File: src/rtl/lnrv_loader_pkg.sv
// Shared definitions for the ILM loader: FSM state encodings and the
// default release delay.
package lnrv_loader_pkg;

  typedef enum logic [2:0] {
    ST_IDLE    = 3'd0,
    ST_COLLECT = 3'd1,
    ST_WRITE   = 3'd2,
    ST_VERIFY  = 3'd3,
    ST_RELEASE = 3'd4,
    ST_DONE    = 3'd5
  } loader_state_e;

  localparam int unsigned LNRV_RELEASE_DLY_DEF = 4;

endpackage

File: src/rtl/lnrv_loader_asm.sv
// Byte-to-word assembler. Little-endian: the first byte accepted ends up in
// bits [7:0] once four bytes have been shifted in.
// Ports: clk, reset_n (async active-low), clr (restart at byte 0),
//        byte_vld/byte_data (accepted byte), word (assembled word),
//        word_vld (fourth byte accepted this cycle), byte_idx (next byte slot).
module lnrv_loader_asm
  import lnrv_loader_pkg::*;
(
  input  logic        clk,
  input  logic        reset_n,
  input  logic        clr,
  input  logic        byte_vld,
  input  logic [7:0]  byte_data,
  output logic [31:0] word,
  output logic        word_vld,
  output logic [1:0]  byte_idx
);

  logic [1:0]  byte_idx_q;
  logic [31:0] word_q;

  always_ff @(posedge clk or negedge reset_n) begin
    if (!reset_n) begin
      byte_idx_q <= '0;
      word_q     <= '0;
    end else if (clr) begin
      byte_idx_q <= '0;
    end else if (byte_vld) begin
      byte_idx_q <= byte_idx_q + 2'd1;
      // Shift right so byte 0 settles into the low lane after four bytes.
      word_q     <= {byte_data, word_q[31:8]};
    end
  end

  assign word     = word_q;
  assign word_vld = byte_vld && (byte_idx_q == 2'd3);
  assign byte_idx = byte_idx_q;

endmodule

File: src/rtl/lnrv_ilm_loader.sv
// ILM loader: streams firmware bytes into the ILM RAM, optionally verifies
// them with a read-back checksum, then releases the core reset.
// Optional feature macro: LNRV_ILM_LOADER_VERIFY_EN (read-back checksum).
// Ports: clk, reset_n (async active-low); start/load_words (load request);
//        s_valid/s_data/s_ready (byte stream); cpu_ilm_* (core ILM request,
//        passed to RAM while idle); ram_* (ILM RAM port, 1-cycle read);
//        cpu_reset_n, busy, done, err (status).
//
// state      | meaning
// IDLE       | waiting for start, core held in reset
// COLLECT    | accepting stream bytes for the current word
// WRITE      | one-cycle RAM write of the assembled word
// VERIFY     | reading back all words and summing them
// RELEASE    | counting down before the core reset is released
// DONE       | load complete, core running, RAM owned by the core
module lnrv_ilm_loader
  import lnrv_loader_pkg::*;
#(
  parameter int unsigned P_ADDR_WIDTH  = 16,
  parameter int unsigned P_RELEASE_DLY = LNRV_RELEASE_DLY_DEF
) (
  input  logic                    clk,
  input  logic                    reset_n,
  input  logic                    start,
  input  logic [P_ADDR_WIDTH:0]   load_words,
  input  logic                    s_valid,
  input  logic [7:0]              s_data,
  output logic                    s_ready,
  input  logic                    cpu_ilm_cs,
  input  logic                    cpu_ilm_we,
  input  logic [3:0]              cpu_ilm_wem,
  input  logic [P_ADDR_WIDTH-1:0] cpu_ilm_addr,
  input  logic [31:0]             cpu_ilm_wdata,
  output logic                    ram_cs,
  output logic                    ram_we,
  output logic [3:0]              ram_wem,
  output logic [P_ADDR_WIDTH-1:0] ram_addr,
  output logic [31:0]             ram_wdata,
  input  logic [31:0]             ram_rdata,
  output logic                    cpu_reset_n,
  output logic                    busy,
  output logic                    done,
  output logic                    err
);

  localparam logic [P_ADDR_WIDTH:0] WORDS_MAX = {1'b1, {P_ADDR_WIDTH{1'b0}}};
  localparam logic [P_ADDR_WIDTH:0] ONE       = {{P_ADDR_WIDTH{1'b0}}, 1'b1};
  localparam logic [7:0]            RLS_INIT  = 8'(P_RELEASE_DLY - 1);

  loader_state_e state_q, state_d;

  logic [P_ADDR_WIDTH:0]   words_q, word_idx_q, word_idx_nxt;
  logic [7:0]              rel_cnt_q;
  logic                    err_q, cpu_reset_n_q;
  logic                    start_idle, start_bad, start_ok;
  logic [31:0]             asm_word;
  logic                    asm_word_vld;
  logic [1:0]              asm_byte_idx;
  logic                    rd_issue, vrfy_last, vrfy_ok;
  logic [P_ADDR_WIDTH-1:0] rd_addr;
  logic                    ld_cs, ld_we;
  logic [3:0]              ld_wem;
  logic [P_ADDR_WIDTH-1:0] ld_addr;
  logic [31:0]             ld_wdata;

  assign start_idle   = start && ((state_q == ST_IDLE) || (state_q == ST_DONE));
  assign start_bad    = start_idle && (load_words > WORDS_MAX);
  assign start_ok     = start_idle && !start_bad;
  assign word_idx_nxt = word_idx_q + ONE;

  lnrv_loader_asm u_asm (
    .clk       (clk),
    .reset_n   (reset_n),
    .clr       (start_ok),
    .byte_vld  (s_valid && s_ready),
    .byte_data (s_data),
    .word      (asm_word),
    .word_vld  (asm_word_vld),
    .byte_idx  (asm_byte_idx)
  );

`ifdef LNRV_ILM_LOADER_VERIFY_EN
  localparam loader_state_e ST_AFTER_WR = ST_VERIFY;

  logic [P_ADDR_WIDTH:0] rd_idx_q;
  logic                  rd_pend_q;
  logic [31:0]           wr_sum_q, rd_sum_q, rd_sum_fin;

  assign rd_issue   = (state_q == ST_VERIFY) && (rd_idx_q != words_q);
  assign rd_addr    = rd_idx_q[P_ADDR_WIDTH-1:0];
  // The read issued last cycle returns now, so fold it in before comparing.
  assign rd_sum_fin = rd_sum_q + (rd_pend_q ? ram_rdata : 32'h0);
  assign vrfy_last  = (state_q == ST_VERIFY) && !rd_issue;
  assign vrfy_ok    = (rd_sum_fin == wr_sum_q);

  always_ff @(posedge clk or negedge reset_n) begin
    if (!reset_n) begin
      rd_idx_q  <= '0;
      rd_pend_q <= 1'b0;
      wr_sum_q  <= '0;
      rd_sum_q  <= '0;
    end else if (start_ok) begin
      rd_idx_q  <= '0;
      rd_pend_q <= 1'b0;
      wr_sum_q  <= '0;
      rd_sum_q  <= '0;
    end else begin
      if (state_q == ST_WRITE) wr_sum_q <= wr_sum_q + asm_word;
      rd_pend_q <= rd_issue;
      if (rd_issue)  rd_idx_q <= rd_idx_q + ONE;
      if (rd_pend_q) rd_sum_q <= rd_sum_fin;
    end
  end
`else
  localparam loader_state_e ST_AFTER_WR = ST_RELEASE;

  logic unused_rdata;
  assign unused_rdata = ^{ram_rdata, asm_byte_idx};
  assign rd_issue     = 1'b0;
  assign rd_addr      = '0;
  assign vrfy_last    = 1'b0;
  assign vrfy_ok      = 1'b1;
`endif

  always_ff @(posedge clk or negedge reset_n) begin
    if (!reset_n) state_q <= ST_IDLE;
    else          state_q <= state_d;
  end

  always_comb begin
    state_d = state_q;
    case (state_q)
      ST_IDLE, ST_DONE: begin
        if (start) begin
          if (load_words > WORDS_MAX)  state_d = ST_IDLE;
          else if (load_words == '0)   state_d = ST_RELEASE;
          else                         state_d = ST_COLLECT;
        end
      end
      ST_COLLECT: if (asm_word_vld) state_d = ST_WRITE;
      ST_WRITE:   state_d = (word_idx_nxt == words_q) ? ST_AFTER_WR : ST_COLLECT;
      ST_VERIFY:  if (vrfy_last) state_d = vrfy_ok ? ST_RELEASE : ST_IDLE;
      ST_RELEASE: if (rel_cnt_q == 8'd0) state_d = ST_DONE;
      default:    state_d = ST_IDLE;
    endcase
  end

  always_comb begin
    ld_cs    = 1'b0;
    ld_we    = 1'b0;
    ld_wem   = 4'h0;
    ld_addr  = '0;
    ld_wdata = '0;
    s_ready  = 1'b0;
    busy     = 1'b0;
    done     = 1'b0;
    case (state_q)
      ST_COLLECT: begin
        s_ready = 1'b1;
        busy    = 1'b1;
      end
      ST_WRITE: begin
        busy     = 1'b1;
        ld_cs    = 1'b1;
        ld_we    = 1'b1;
        ld_wem   = 4'hF;
        ld_addr  = word_idx_q[P_ADDR_WIDTH-1:0];
        ld_wdata = asm_word;
      end
      ST_VERIFY: begin
        busy    = 1'b1;
        ld_cs   = rd_issue;
        ld_addr = rd_addr;
      end
      ST_RELEASE: busy = 1'b1;
      ST_DONE:    done = 1'b1;
      default: ;
    endcase
  end

  always_ff @(posedge clk or negedge reset_n) begin
    if (!reset_n) begin
      words_q       <= '0;
      word_idx_q    <= '0;
      rel_cnt_q     <= '0;
      err_q         <= 1'b0;
      cpu_reset_n_q <= 1'b0;
    end else begin
      if (start_ok) begin
        words_q    <= load_words;
        word_idx_q <= '0;
      end else if (state_q == ST_WRITE) begin
        word_idx_q <= word_idx_nxt;
      end
      // Reloaded every cycle outside RELEASE so each entry starts a full count.
      rel_cnt_q <= (state_q == ST_RELEASE) ? rel_cnt_q - 8'd1 : RLS_INIT;
      if (start_bad)                  err_q <= 1'b1;
      else if (start_ok)              err_q <= 1'b0;
      else if (vrfy_last && !vrfy_ok) err_q <= 1'b1;
      // Core runs only while in DONE; leaving DONE for a reload re-asserts reset.
      cpu_reset_n_q <= (state_d == ST_DONE);
    end
  end

  assign err         = err_q;
  assign cpu_reset_n = cpu_reset_n_q;

  assign ram_cs    = busy ? ld_cs    : cpu_ilm_cs;
  assign ram_we    = busy ? ld_we    : cpu_ilm_we;
  assign ram_wem   = busy ? ld_wem   : cpu_ilm_wem;
  assign ram_addr  = busy ? ld_addr  : cpu_ilm_addr;
  assign ram_wdata = busy ? ld_wdata : cpu_ilm_wdata;

endmodule
File: config.mk
export PLATFORM = sky130hd
export DESIGN_NAME = lnrv_ilm_loader
export DESIGN_NICKNAME = d
export VERILOG_FILES = /design/src/rtl/lnrv_loader_pkg.sv /design/src/rtl/lnrv_loader_asm.sv /design/src/rtl/lnrv_ilm_loader.sv
export SDC_FILE = /design/constraint.sdc
export NUM_CORES = 1
export LEC_CHECK = 0
export CAP_MARGIN = 10
export CORE_ASPECT_RATIO = 0.75
export CORE_UTILIZATION = 45
export CTS_CLUSTER_DIAMETER = 80
export CTS_CLUSTER_SIZE = 28
export DETAILED_ROUTE_END_ITERATION = 10
export GPL_TIMING_DRIVEN = 0
export PLACE_DENSITY = 0.91
export SLEW_MARGIN = 20
export SYNTH_ARGS = -nofsm -noshare
export SYNTH_HDL_FRONTEND = slang
export SYNTH_HIERARCHICAL = 1
export SYNTH_SLANG_ARGS = --single-unit
File: constraint.sdc
create_clock -name clk -period 3.15 [get_ports clk]
set_input_delay 0.63 -clock clk [delete_from_list [all_inputs] [get_ports clk]]
set_output_delay 0.63 -clock clk [all_outputs]
set_load 0.05 [all_outputs]
## After elaboration in Yosys (flattened, before gate mapping)

Index checks and enable logic that the tools add are counted.

| storage, ports and cells | value |
|---|---|
| register bits | 81 |
| input bits | 115 |
| word-level logic and storage cells | 63 |

| operators by class | value |
|---|---|
| reductions and logical operators | 16 |
| $add $sub $neg | 3 |
| multiplexer cells | 26 |
| bitwise gates (word level) | 1 |
| equality and inequality tests | 8 |
| order comparisons | 1 |

Operators with widths:

| operator | count |
|---|---|
| $mux 32 | 2 |
| $mux 17 | 2 |
| $mux 16 | 2 |
| $mux 3 | 6 |
| $add 17x1->17 const B | 1 |
| $eq 17x17->1 | 1 |
| $gt 17x17->1 const B | 1 |
| $logic_not 17->1 | 1 |
| $pmux 3 s5 | 1 |
| $eq 3x3->1 const B | 3 |
| $logic_not 8->1 | 1 |
| $mux 1 | 8 |
| $mux 4 | 2 |
| $mux 8 | 1 |
| $sub 8x1->8 const B | 1 |
| $eq 3x2->1 const B | 2 |
| $reduce_bool 2->1 | 3 |
| $logic_and 1x1->1 | 5 |
| $mux 2 | 2 |
| $reduce_or 4->1 | 1 |
| $eq 3x1->1 const B | 1 |
| $logic_not 3->1 | 1 |
| $add 2x1->2 const B | 1 |
| $eq 2x2->1 const B | 1 |
| 5 further kinds | 5 |

## Depth between registers and ports, before layout

Gate-level depths: netlist of the first run.

| logic depth | value |
|---|---|
| word-level depth | 8 |
| gate-level depth with buffers | 9 |
| gate-level depth less buffers | 8 |

## Modules after synthesis

The synthesis of the first run kept the hierarchy.

Modules (own cells, without submodules):

| module | cells each | seq. area each (um2) | instances | area an instance (um2) |
|---|---|---|---|---|
| lnrv_ilm_loader | 363 | 1176.1 | 1 | 3285.7 |
| lnrv_loader_asm | 77 | 850.8 | 1 | 1455.1 |

## Worst setup path before layout of the first run

No wires, ideal clock.

| timing | value |
|---|---|
| kind | reg2out |
| from | register state_q[2] |
| to | output port ram_addr[6] |
| slack | 0.345 ns |
| arrival time | 2.175 ns |
| stages on the path, launching flop included | 6 |
| buffers on the path | 2 |
| path through | dfrtp_1 > clkbuf_1 > nor2_1 > nand2_1 > clkbuf_1 > o21ai_0 |

| between the ends | value |
|---|---|
| cells in the longest elaborated chain, start to end | 4 |
| elaborated cells on any way between the ends | 8 |
| classes of those cells | eq/ne (4); mux (3); reduce/logical (1) |

Ends and longest elaborated chain:

| what | line | text |
|---|---|---|
| start, declared | lnrv_ilm_loader.sv:50 | `loader_state_e state_q, state_d;` |
| start signal, assigned | lnrv_ilm_loader.sv:127 | `else state_q <= state_d;` |
| $eq 3x2->1, or another cell as far along | lnrv_ilm_loader.sv:157 | `case (state_q)` |
| $reduce_or 4->1 (no line) | n/a |  |
| $mux 1 | lnrv_ilm_loader.sv:157 |  |
| $mux 16 (*) | lnrv_ilm_loader.sv:211 | `assign ram_addr = busy ? ld_addr : cpu_ilm_addr;` |
| end, declared | lnrv_ilm_loader.sv:37 | `output logic [P_ADDR_WIDTH-1:0] ram_addr,` |

Mark *: on every way between the ends. The rest lies on a longest branch, timed or not.

## Worst setup path in the final report of the first run

| timing | value |
|---|---|
| from | register state_q[1] |
| to | output port ram_addr[1] |

The elaborated chain is that of the path after synthesis.

==> results of run 1 <==
[cell usage after synthesis, types with 2 or more instances]
| cell type | number | area share |
|---|---|---|
| nor3_1 | 6 | 0.0063 |
| a31oi_1 | 5 | 0.0066 |
| mux2_2 | 20 | 0.048 |
| nand2b_1 | 3 | 0.0040 |
| and3_1 | 2 | 0.0026 |
| xor2_1 | 10 | 0.018 |
| nor2b_1 | 4 | 0.0053 |
| buf_2 | 3 | 0.0032 |
| xnor2_1 | 20 | 0.037 |
| nand2_1 | 31 | 0.025 |
| ha_1 | 6 | 0.016 |
| buf_12 | 3 | 0.013 |
| nand3b_1 | 2 | 0.0032 |
| nand3_1 | 10 | 0.011 |
| o211ai_1 | 2 | 0.0032 |
| nor4_1 | 9 | 0.012 |
| o21ai_1 | 2 | 0.0021 |
| buf_1 | 3 | 0.0024 |
| a22o_1 | 46 | 0.085 |
| a21oi_1 | 12 | 0.013 |
| inv_1 | 8 | 0.0063 |
| mux2_4 | 30 | 0.095 |
| and4_1 | 3 | 0.0055 |
| mux2i_1 | 2 | 0.0042 |
| nor2_1 | 26 | 0.021 |
| clkbuf_1 | 22 | 0.017 |
| nand4_1 | 10 | 0.013 |
| dfrtp_1 | 81 | 0.43 |
| o31ai_1 | 4 | 0.0063 |
| and2_1 | 4 | 0.0053 |
| o21ai_0 | 27 | 0.029 |
| buf_6 | 2 | 0.0048 |
[cells by family after synthesis]
logic type | synth area share
xor+xnor | 0.0670
flops | 0.428
simple gates | 0.128
mux | 0.147
fa+ha+maj | 0.0158
buf+inv | 0.0483
compound gates | 0.166
[through the flow]
stage	setup WS [ns]	area [µm²]	hold WS, ns	cells
3_5_place_dp	-0.502	6350	0.479	718
3_3_place_gp	-1.30	6320	0.445	717
2_1_floorplan	0.345	4740	0.334	440
5_1_grt	0.00234	6670	0.294	734
4_1_cts	0.00243	6670	0.279	735
6_report	0.0735	6670	0.259	734
[critical path, delay by kind of cell, from the launching register on]
family / cells / cell delay, ns
AO/OA/AOI/OAI: 1 / 0.19
buffers and inverters: 3 / 1.05
flip-flops: 1 / 0.48
AND/OR/NAND/NOR: 1 / 0.38
[power by group through the flow]
stage | Combinational, mW | Sequential, mW | Clock (mW)
floorplan | 2.53 | 1.70 | 0
global placement | 3.36 | 1.78 | 0
detailed placement | 3.47 | 1.81 | 0
CTS | 3.41 | 1.80 | 1.00
global route | 3.61 | 1.86 | 1.04
finish | 3.43 | 1.80 | 0.983
[final cells by class]
type | count | share of cell area
multi-input combinational | 317 | 0.379
clock inverter | 7 | 0.00788
tap | 136 | 0.0255
buffer | 32 | 0.0306
sequential | 81 | 0.304
inverter | 8 | 0.00450
timing repair buffer | 144 | 0.215
clock buffer | 9 | 0.0338
[routing by layer]
layer / GRT usage / vias up / share of wire
li1: - / 1920 / -
met5: 0 / - / 0
met1: 0.324 / 2057 / 0.40
met4: 0.0895 / 0 / 0.026
met2: 0.443 / 216 / 0.49
met3: 0.0619 / 38 / 0.080
[sequential cells by signal, indices dropped and copies added, names as in the netlist]
name            flops
cpu_reset_n         1
u_asm/byte_idx      2
word_idx_q         17
state_q             3
err                 1
rel_cnt_q           8
words_q            17
u_asm/word         32
[worst paths after layout]
kind                          startpoint        endpoint  slack, ns  depth (start not counted)
hold / removal                   reset_n      words_q[4]       0.26                          1
hold reg to reg             rel_cnt_q[0]    rel_cnt_q[0]       0.48                          1
min in group clk            rel_cnt_q[0]    rel_cnt_q[0]       0.48                          1
setup reg to reg           word_idx_q[0]      state_q[0]       0.34                          6
setup / recovery              state_q[1]     ram_addr[1]       0.07                          5
max in group asynchronous        reset_n  u_asm/word[23]       2.29                          2
[repair_timing]
| action | CTS | global route |
|---|---|---|
| gates resized for setup | 107 | 19 |
| buffers inserted | 2 | 0 |
| setup endpoints to repair | 85 | 81 |
==> key figures, run 1 <==
Placed design
  – Hpwl dp: roughly 10000 µm
  – Count of input and output buffers: 141
  – GPL Wtd Cong: 0.958

Logic synthesis
  – Most used DFF post-synth: dfrtp_1
  – Synth Cell Area: between 0.004 and 0.005 mm²
  – Synth async-reset ratio: 1.00
  – Syn Area/Cell: approximately 11 µm²
  – Gate Count Post-Synth: 440
  – FF+latch count, synth: between 80 and 90
  – Count of cell types in the netlist: 54
  – EDFF count, synth: 0
  – Synthesized Nets: 561
  – Seq/Total Area, Yosys: 0.428
  – Synth warnings: 6

Global routing
  – Initial antenna violation count: 0
  – GRT Overall Usage: 0.261
  – First-pass GRT wire length: 22200 µm
  – Largest net degree at the start of global routing: 45
  – Vias in the first global route: around 4400
  – GRT overflow: 0

Power
  – Power Dens Cells: approximately 930 mW/mm²
  – Switching share of total power: 0.444
  – Flop pwr share: 0.290
  – Total power: approximately 6.2 mW
  – Total net switching power: about 2.8 mW
  – Power Internal: between 3 and 4 mW
  – LEAKAGE: approximately 2.9 nW
  – Combinational Power Share: 0.552
  – Clock share of power: 0.158
  – VDD IR max: just over 0.5 mV

Floorplan
  – Core area: between 0.01 and 0.015 mm²
  – Die X: 121 µm
  – Row count: 32
  – Vertical die dimension: a little over 90 µm
  – Die area: roughly 0.011 mm²
  – Starting Density: 0.463
  – I/O pin cnt: between 150 and 200

Timing
  – Slew headroom: 0.604
  – Slew Limit Fails: 0
  – Period utilisation layout: 0.977
  – TNS Setup: 0 ns
  – Worst Tran Pin Value: between 0.5 and 0.6 ns
  – Tmin final: between 3 and 4 ns
  – RSZ-0062 raised after global routing: no
  – Count of final setup violators: 0
  – Final Skew: about 0.007 ns
  – Fmax: approximately 0.33 GHz
  – Fin. Hold Viols: 0

Route
  – Wirelength, routed: 13700 µm
  – Pre-Repair DR Iteration Count: 5
  – DR WL/cell: 18.7 µm
  – DRC errors left: 0
  – DRT antenna net count: 0
  – Via-per-instance ratio: around 5.8
  – Routed vias: between 4000 and 5000
  – DRT iter0 DRCs: 320

Setup path
  – Worst endpoint required time: 2.52 ns
  – Element type at the critical path start: flip-flop
  – CP Capture Type: output port
  – Critical path class: reg -> out
  – Crit-path max FO: 10
  – Worst EP arrival: approximately 2.5 ns
  – CP max stage cell: clkdlybuf4s15_1
  – Crit path largest cell delay: between 0.5 and 0.6 ns
  – Cell Chain, Critical Path: inv_1 -> nor3_4 -> clkbuf_2 -> a22o_1 -> clkdlybuf4s15_1

Clocking
  – Max clock buf depth: 2
  – CTS Hold Buffers Added: 0
  – CTS tree: yes
  – CTS Root Cell: clkbuf_16
  – TritonCTS buffer count: 9
  – Clk Latency, worst-skew pair: between 0.3 and 0.4 ns
  – Clock Sinks: 81
  – H-tree levels: 3
  – Clock transition at path regs: 0.06 ns

Cells and area
  – Syn-to-layout area delta: 40.7%
  – Multi-input gate area: between 0.002 and 0.003 mm²
  – Sequential cell area: 0.00203 mm²
  – Util after Layout: 0.651
  – Commonest non-fill, non-tap cell in the layout: clkdlybuf4s50_1
  – Fillers: between 800 and 900
  – Ratio of cells with drive above 1 in the final layout: 0.207
  – Most frequent cells in the layout: clkdlybuf4s50_1 (85), dfrtp_1 (81), a22o_1 (46), nand2_1 (30), mux2_4 (30)
  – Antenna diode count: 0
  – Nets@finish: slightly above 700

Outcome
  – Outcome: finished, final reports clean

Job
  – Max-cap violations: 0

Worst hold path
  – HP Class: in -> async
Note: power is estimated with default switching activity, not from simulation.
==> run 2, diff against run 1 <==
--- a/config.mk
+++ b/config.mk
@@ -13,6 +13,7 @@
 export DETAILED_ROUTE_END_ITERATION = 10
 export GPL_TIMING_DRIVEN = 0
 export PLACE_DENSITY = 0.91
+export REMOVE_ABC_BUFFERS = 1
 export SLEW_MARGIN = 20
 export SYNTH_ARGS = -nofsm -noshare
 export SYNTH_HDL_FRONTEND = slang
==> run 2 against run 1 <==
Core utilization down 0.17 points. Worst setup slack better by 0.041 ns. Die area unchanged. Clock skew about the same. Non-clock buffer count shrank 23. Flip-flop and latch count unchanged. Via count shrank 4.8%. Wire length down 8.6%. Cell count shrank 3.0%.
==> key figures, run 2 (synthesis gave the netlist of run 1 again) <==
Job
  – Max-cap violations: 0 (unchanged)

Setup path
  – Worst endpoint required time: 2.52 ns (about the same)
  – CP Capture Type: output port
  – Element type at the critical path start: flip-flop
  – CP most frequent cell: buf_4
  – CP bufs+invs: 4 (+1)
  – CP max stage cell: dfrtp_2
  – Critical path class: reg -> out
  – R2r setup slk: 0.40 ns (+0.06 ns)
  – Crit path largest cell delay: 0.54 ns (about the same)
  – CP top delay family: buffers and inverters
  – Worst EP arrival: 2.41 ns (-0.04 ns)
  – Cell Chain, Critical Path: nor3_4 -> buf_4 -> buf_4 -> buf_4 -> a22o_1 -> clkdlybuf4s15_2
  – Crit-path max FO: 15 (+5)

Cells and area
  – Most frequent cells in the layout: clkdlybuf4s50_1 (86), dfrtp_1 (79), a22o_1 (46), dlygate4sd2_1 (42)
  – Ratio of cells with drive above 1 in the final layout: 0.184 (-0.0233)
  – Syn-to-layout area delta: 40.4%
  – Commonest non-fill, non-tap cell in the layout: clkdlybuf4s50_1
  – Fin area: 0.00665 mm² (-0.26%)
  – Nets@finish: 692 (-3.1%)
  – Cell Count, Final, Fillers Out: 712 (-3.0%)
  – Max reg flops: 32 (unchanged)
  – Antenna diode count: 0 (unchanged)

Clocking
  – Clock transition at path regs: 0.06 ns (about the same)
  – CTS tree: yes
  – CTS Root Cell: clkbuf_16
  – Clock Sinks: 81 (unchanged)
  – H-tree levels: 3 (unchanged)
  – TritonCTS buffer count: 9 (unchanged)
  – CTS Hold Buffers Added: 0 (unchanged)
  – Clk Latency, worst-skew pair: 0.33 ns (about the same)
  – Max clock buf depth: 2 (unchanged)

Timing
  – Final Skew: 0.00689 ns (-0.000284 ns)
  – Fmax: 0.329 GHz (+1.4%)
  – Fin. Hold Viols: 0 (unchanged)
  – Count of final setup violators: 0 (unchanged)
  – Tmin final: 3.04 ns (-0.0412 ns)
  – Period utilisation layout: 0.964 (-0.0131)
  – Slew Limit Fails: 0 (unchanged)
  – Slew headroom: 0.374 (-0.230)
  – RSZ-0062 raised after global routing: no
  – Worst Tran Pin Value: 0.935 ns (+0.341 ns)

Power
  – Switching share of total power: 0.421 (-0.0230)
  – Power Internal: 3.66 mW (+5.8%)
  – Power Dens Cells: 950 mW/mm² (+1.9%)
  – VDD IR max: 0.560 mV (+9.2%)
  – Flop pwr share: 0.287 (-0.003)
  – Clock share of power: 0.192 (+0.034)
  – Total power: 6.32 mW (+1.6%)
  – LEAKAGE: 2.97 nW (+1.9%)
  – Total net switching power: 2.66 mW (-3.7%)
  – Combinational Power Share: 0.521 (-0.031)

Floorplan
  – Die area: 0.0110 mm² (unchanged)
  – Vertical die dimension: 90.9 µm (unchanged)
  – Die X: 121 µm (unchanged)
  – Core area: 0.0102 mm² (unchanged)
  – Row count: 32 (unchanged)
  – Starting Density: 0.463 (unchanged)
  – I/O pin cnt: 174 (unchanged)

Global routing
  – Global routing met3 resource utilization: 0.0568 (-0.00505)
  – GR peak layer: met2
  – Initial antenna violation count: 0 (unchanged)
  – Met2 Track Usage GR: 0.396 (-0.0479)
  – GRT overflow: 0 (unchanged)
  – First-pass GRT wire length: 20400 µm (-8.1%)
  – Vias in the first global route: 4131 (-6.6%)
  – GRT Overall Usage: 0.237 (-0.0244)
  – Largest net degree at the start of global routing: 62 (+38%)
  – Routing usage on met1: 0.305 (-0.0194)

Placed design
  – Dpl cells: 692 (-3.6%)
  – GPL Wtd Cong: 0.865 (-9.7%)
  – Hpwl dp: 8790 µm (-12%)
  – Count of input and output buffers: 141 (unchanged)
  – Placement-stage cell area: 0.00628 mm² (-1.1%)

Route
  – DR WL/cell: 17.6 µm (-5.8%)
  – Routed vias: 4029 (-4.8%)
  – DRT iter0 DRCs: 230 (-28%)
  – Pre-Repair DR Iteration Count: 5 (unchanged)
  – DRT antenna net count: 0 (unchanged)
  – Via-per-instance ratio: 5.66 (-1.8%)
  – Wirelength, routed: 12500 µm (-8.6%)
  – DRC errors left: 0 (unchanged)

Worst hold path
  – HP Class: in -> async

Outcome
  – Outcome: finished, final reports clean
run 2: layer usage:
layer | wire (µm) | vias up
met5 | 0 | -
met1 | 5390 | 1990
li1 | - | 1875
met4 | 201 | 0
met2 | 6180 | 144
met3 | 767 | 20
run 2: cell type report:
| cell class | instances | area (µm²) |
|---|---|---|
| clock buffer | 10 | 229 |
| clock inverter | 6 | 115 |
| fill | 806 | 3600 |
| inverter | 8 | 30.0 |
| multi-input combinational | 318 | 2560 |
| sequential | 81 | 2030 |
| tap | 136 | 170 |
| timing repair buffer | 153 | 1520 |
run 2: through the flow:
stage,util,setup TNS (ns),hold WS (ns),setup WS [ns]
detailed placement,0.613,-13.84,0.454,-0.309
global placement,0.597,-435.45,0.444,-4.31
global route,0.649,0,0.194,0.0121
CTS,0.649,0,0.184,0.00452
finish,0.649,0,0.182,0.115
floorplan,-,-124.34,0.334,-1.86
run 2: power by group through the flow:
| stage | Clock [mW] | Sequential, mW | Combinational, mW |
|---|---|---|---|
| 2_1_floorplan | 0 | 1.72 | 2.41 |
| 3_3_place_gp | 0 | 1.79 | 3.20 |
| 3_5_place_dp | 0 | 1.81 | 3.35 |
| 4_1_cts | 1.23 | 1.81 | 3.29 |
| 5_1_grt | 1.27 | 1.87 | 3.48 |
| 6_report | 1.21 | 1.82 | 3.29 |
run 2: path summary, 6_finish.rpt:
path	start	endpoint	cells after the start
setup / recovery	state_q[2]	ram_wdata[0]	6
hold / removal	reset_n	words_q[1]	1
setup reg to reg	word_idx_q[0]	state_q[0]	6
hold reg to reg	rel_cnt_q[0]	rel_cnt_q[0]	1
max in group asynchronous	reset_n	u_asm/word[29]	2
min in group clk	rel_cnt_q[0]	rel_cnt_q[0]	1
run 2: repair_timing:
item                       in CTS  in global routing
buffers inserted                3                  0
gates resized for setup        79                  6
setup endpoints to repair      55                 67
cloned                          1                  0
==> run 3, diff against run 2 <==
--- a/config.mk
+++ b/config.mk
@@ -13,7 +13,6 @@
 export DETAILED_ROUTE_END_ITERATION = 10
 export GPL_TIMING_DRIVEN = 0
 export PLACE_DENSITY = 0.91
-export REMOVE_ABC_BUFFERS = 1
 export SLEW_MARGIN = 20
 export SYNTH_ARGS = -nofsm -noshare
 export SYNTH_HDL_FRONTEND = slang
==> results of run 3 <==
Final layout, timing and power as in run 1 (identical DEF).
==> edit, RTL diff (settings of run 2) <==
Change the parameter `P_ADDR_WIDTH` from 16 to 15.
--- a/src/rtl/lnrv_ilm_loader.sv
+++ b/src/rtl/lnrv_ilm_loader.sv
@@ -18,3 +18,3 @@
 #(
-  parameter int unsigned P_ADDR_WIDTH  = 16,
+  parameter int unsigned P_ADDR_WIDTH  = 15,
   parameter int unsigned P_RELEASE_DLY = LNRV_RELEASE_DLY_DEF
Ports: changed (resized cpu_ilm_addr, load_words and ram_addr); port bits go from 174 to 171. No check against the original RTL was run, so the function may have changed too.
==> edit against run 2 <==
  * Worst setup slack hardly changed
  * First-iteration DRC count is 13% higher
  * Total power is 1.3% lower
  * Wire length down 7.1%
  * Area after synthesis decreased by 2.3%
  * Sequential power increased by 5%
  * Sequential cell count fell by 2
  * Cell area shrank 2.6%
  * Cell count shrank 3.2%
  * Count of clock-buffer cells in the layout up 1
  * Critical endpoint is now ram_wem[2]
  * Largest cell class unchanged
  * Largest power group unchanged
==> edit: results (changes against run 2) <==
latest clock arrival within the worst-skew pair=0.33 ns (about the same); Clk pin slew, worst setup/hold paths=0.06 ns (about the same); gpl congestion=0.874 (+1.0%); main area contributors after synthesis=dfrtp_1 43%, mux2_4 9.7%, a22o_1 8.9%; minimum clock period=3.04 ns (+0.000320 ns); DRT Pass-1 Iters=6 (+1); Critical R2R Capture=u_asm/word[26]$_DFFE_PN0P_; fraction of layout cells with a size suffix above 1=0.176 (-0.00809); worst hold path type=input pin to asynchronous set/reset pin; Final nets=670 (-3.2%); post-synthesis compound-gate area fraction=0.137 (-0.0296); post-synthesis mux area share=0.143 (-0.00384); cts bufs inserted=9 (unchanged); CP startpoint=state_q[2]$_DFF_PN0_; YS warnings=6 (unchanged); initial antenna violation count=0 (unchanged); run status=completed; # H-tree levels=3 (unchanged); WS Path Type=register to output pin; largest net degree at the start of global routing=52 (-16%); flop2flop setup slack=0.38 ns (-0.02 ns); port bufs=138 (-2.1%); Routed Antenna Nets=0 (unchanged); Critical Path End=ram_wem[2]; adder-cell area share of the yosys netlist=0.0108 (-0.00503); crit path max fanout=18 (+3); Tot GR Track Use=0.222 (-0.0150); Post-DP Area=0.00614 sq mm (-2.3%); vias in the first global route=3774 (-8.6%); critical register-to-register path startpoint=state_q[0]$_DFF_PN0_; XOR/XNOR Fraction of Synth Area=0.0767 (+0.00968); Synth top cells by count=79 x dfrtp_1, 47 x a22o_1, 40 x nor2_1, 30 x mux2_4, 28 x xnor2_1; count of cell types in the netlist=58 (+7.4%); routed vias=3850 (-4.4%); asr flop ratio synth=1.00 (unchanged); first-pass GRT wire length=18800 um (-7.6%); Starting DRT DRC Count=260 (+13%); max FFs per register=32 (unchanged); reg2reg path depth=7 (+1); top_reg_cell synth=dfrtp_1; final wirelength=11700 um (-7.1%); # fillers=757 (-6.1%); sequential-to-total area share from yosys stat=0.427 (-0.000757); final setup skew=0.0101 ns (+0.00320 ns); worst-margin pin slew=0.544 ns (-0.391 ns); Lkg Pwr=2.77 nW (-6.4%); VDD IR max=0.399 mV (-29%); ANT cells=0 (unchanged); clock tree buffer depth=2 (unchanged); HPWL Detailed=8400 um (-4.4%)
edit: cell count changes after synthesis, sizes merged, moves of 4 or more:
cell,run 2,this run
nor3,6,21
xnor2,21,28
o21ai,29,3
nor2b,5,10
nor2,26,40
a31oi,5,0
nand2,31,19
or2,0,4
edit: layout make-up:
class                           count  area share
Sequential cell                    79       0.305
Clock buffer                       11      0.0374
Multi-Input combinational cell    310       0.385
Clock inverter                      4      0.0108
Inverter                            6     0.00347
Timing Repair Buffer              147       0.232
Tap cell                          132      0.0255
edit: logic make-up after synthesis:
family,count (synthesis)
compound gates,80
flops,79
mux,49
fa+ha+maj,4
buf+inv,42
simple gates,137
xor+xnor,39
edit: where the power goes:
group          internal (mW)  total, mW  switching [mW]  leakage [nW]
registers               1.43       1.91           0.485         0.973
clock network          0.708       1.09           0.385         0.155
logic                   1.47       3.23            1.76          1.65
total                   3.61       6.23            2.63          2.77
edit: metrics by stage:
step	hold WS, ns	power, mW	worst slack (ns)	util	cells
2_1_floorplan	0.334	4.12	-0.699	-	394
3_3_place_gp	0.499	4.96	-2.21	0.609	664
3_5_place_dp	0.499	5.16	-0.275	0.625	669
4_1_cts	0.227	6.20	0.0282	0.658	687
5_1_grt	0.240	6.56	0.00310	0.661	689
6_report	0.223	6.23	0.114	0.661	689
edit: critical path, cell delays in order (launching register included):
cell and delay, ns:
dfrtp_2 0.57, nand2b_1 0.33, a21oi_1 0.12, nor3_1 0.19, clkdlybuf4s50_1 0.85
edit: timing repair:
item                       CTS  global route
buffers inserted             2             2
cloned                       1             0
setup endpoints to repair   48            35
gates resized for setup     65            22
edit: how the worst min path moves through the flow:
| stage | to | slack (ns) | depth (start not counted) |
|---|---|---|---|
| detailed placement | u_asm/word[7]$_DFFE_PN0P_ | 0.50 | 1 |
| global route | u_asm/word[7]$_DFFE_PN0P_ | 0.24 | 1 |
| CTS | u_asm/word[31]$_DFFE_PN0P_ | 0.23 | 1 |
| global placement | u_asm/word[4]$_DFFE_PN0P_ | 0.50 | 1 |
| finish | u_asm/word[7]$_DFFE_PN0P_ | 0.22 | 1 |
| floorplan | cpu_reset_n$_DFF_PN0_ | 0.33 | 0 |
edit: layer usage:
layer	up-vias	GRT usage	share of wire
li1	1803	-	-
met1	1903	0.279	0.43
met2	131	0.385	0.51
met3	13	0.0539	0.055
met4	0	0.0454	0.0079
met5	-	0	0
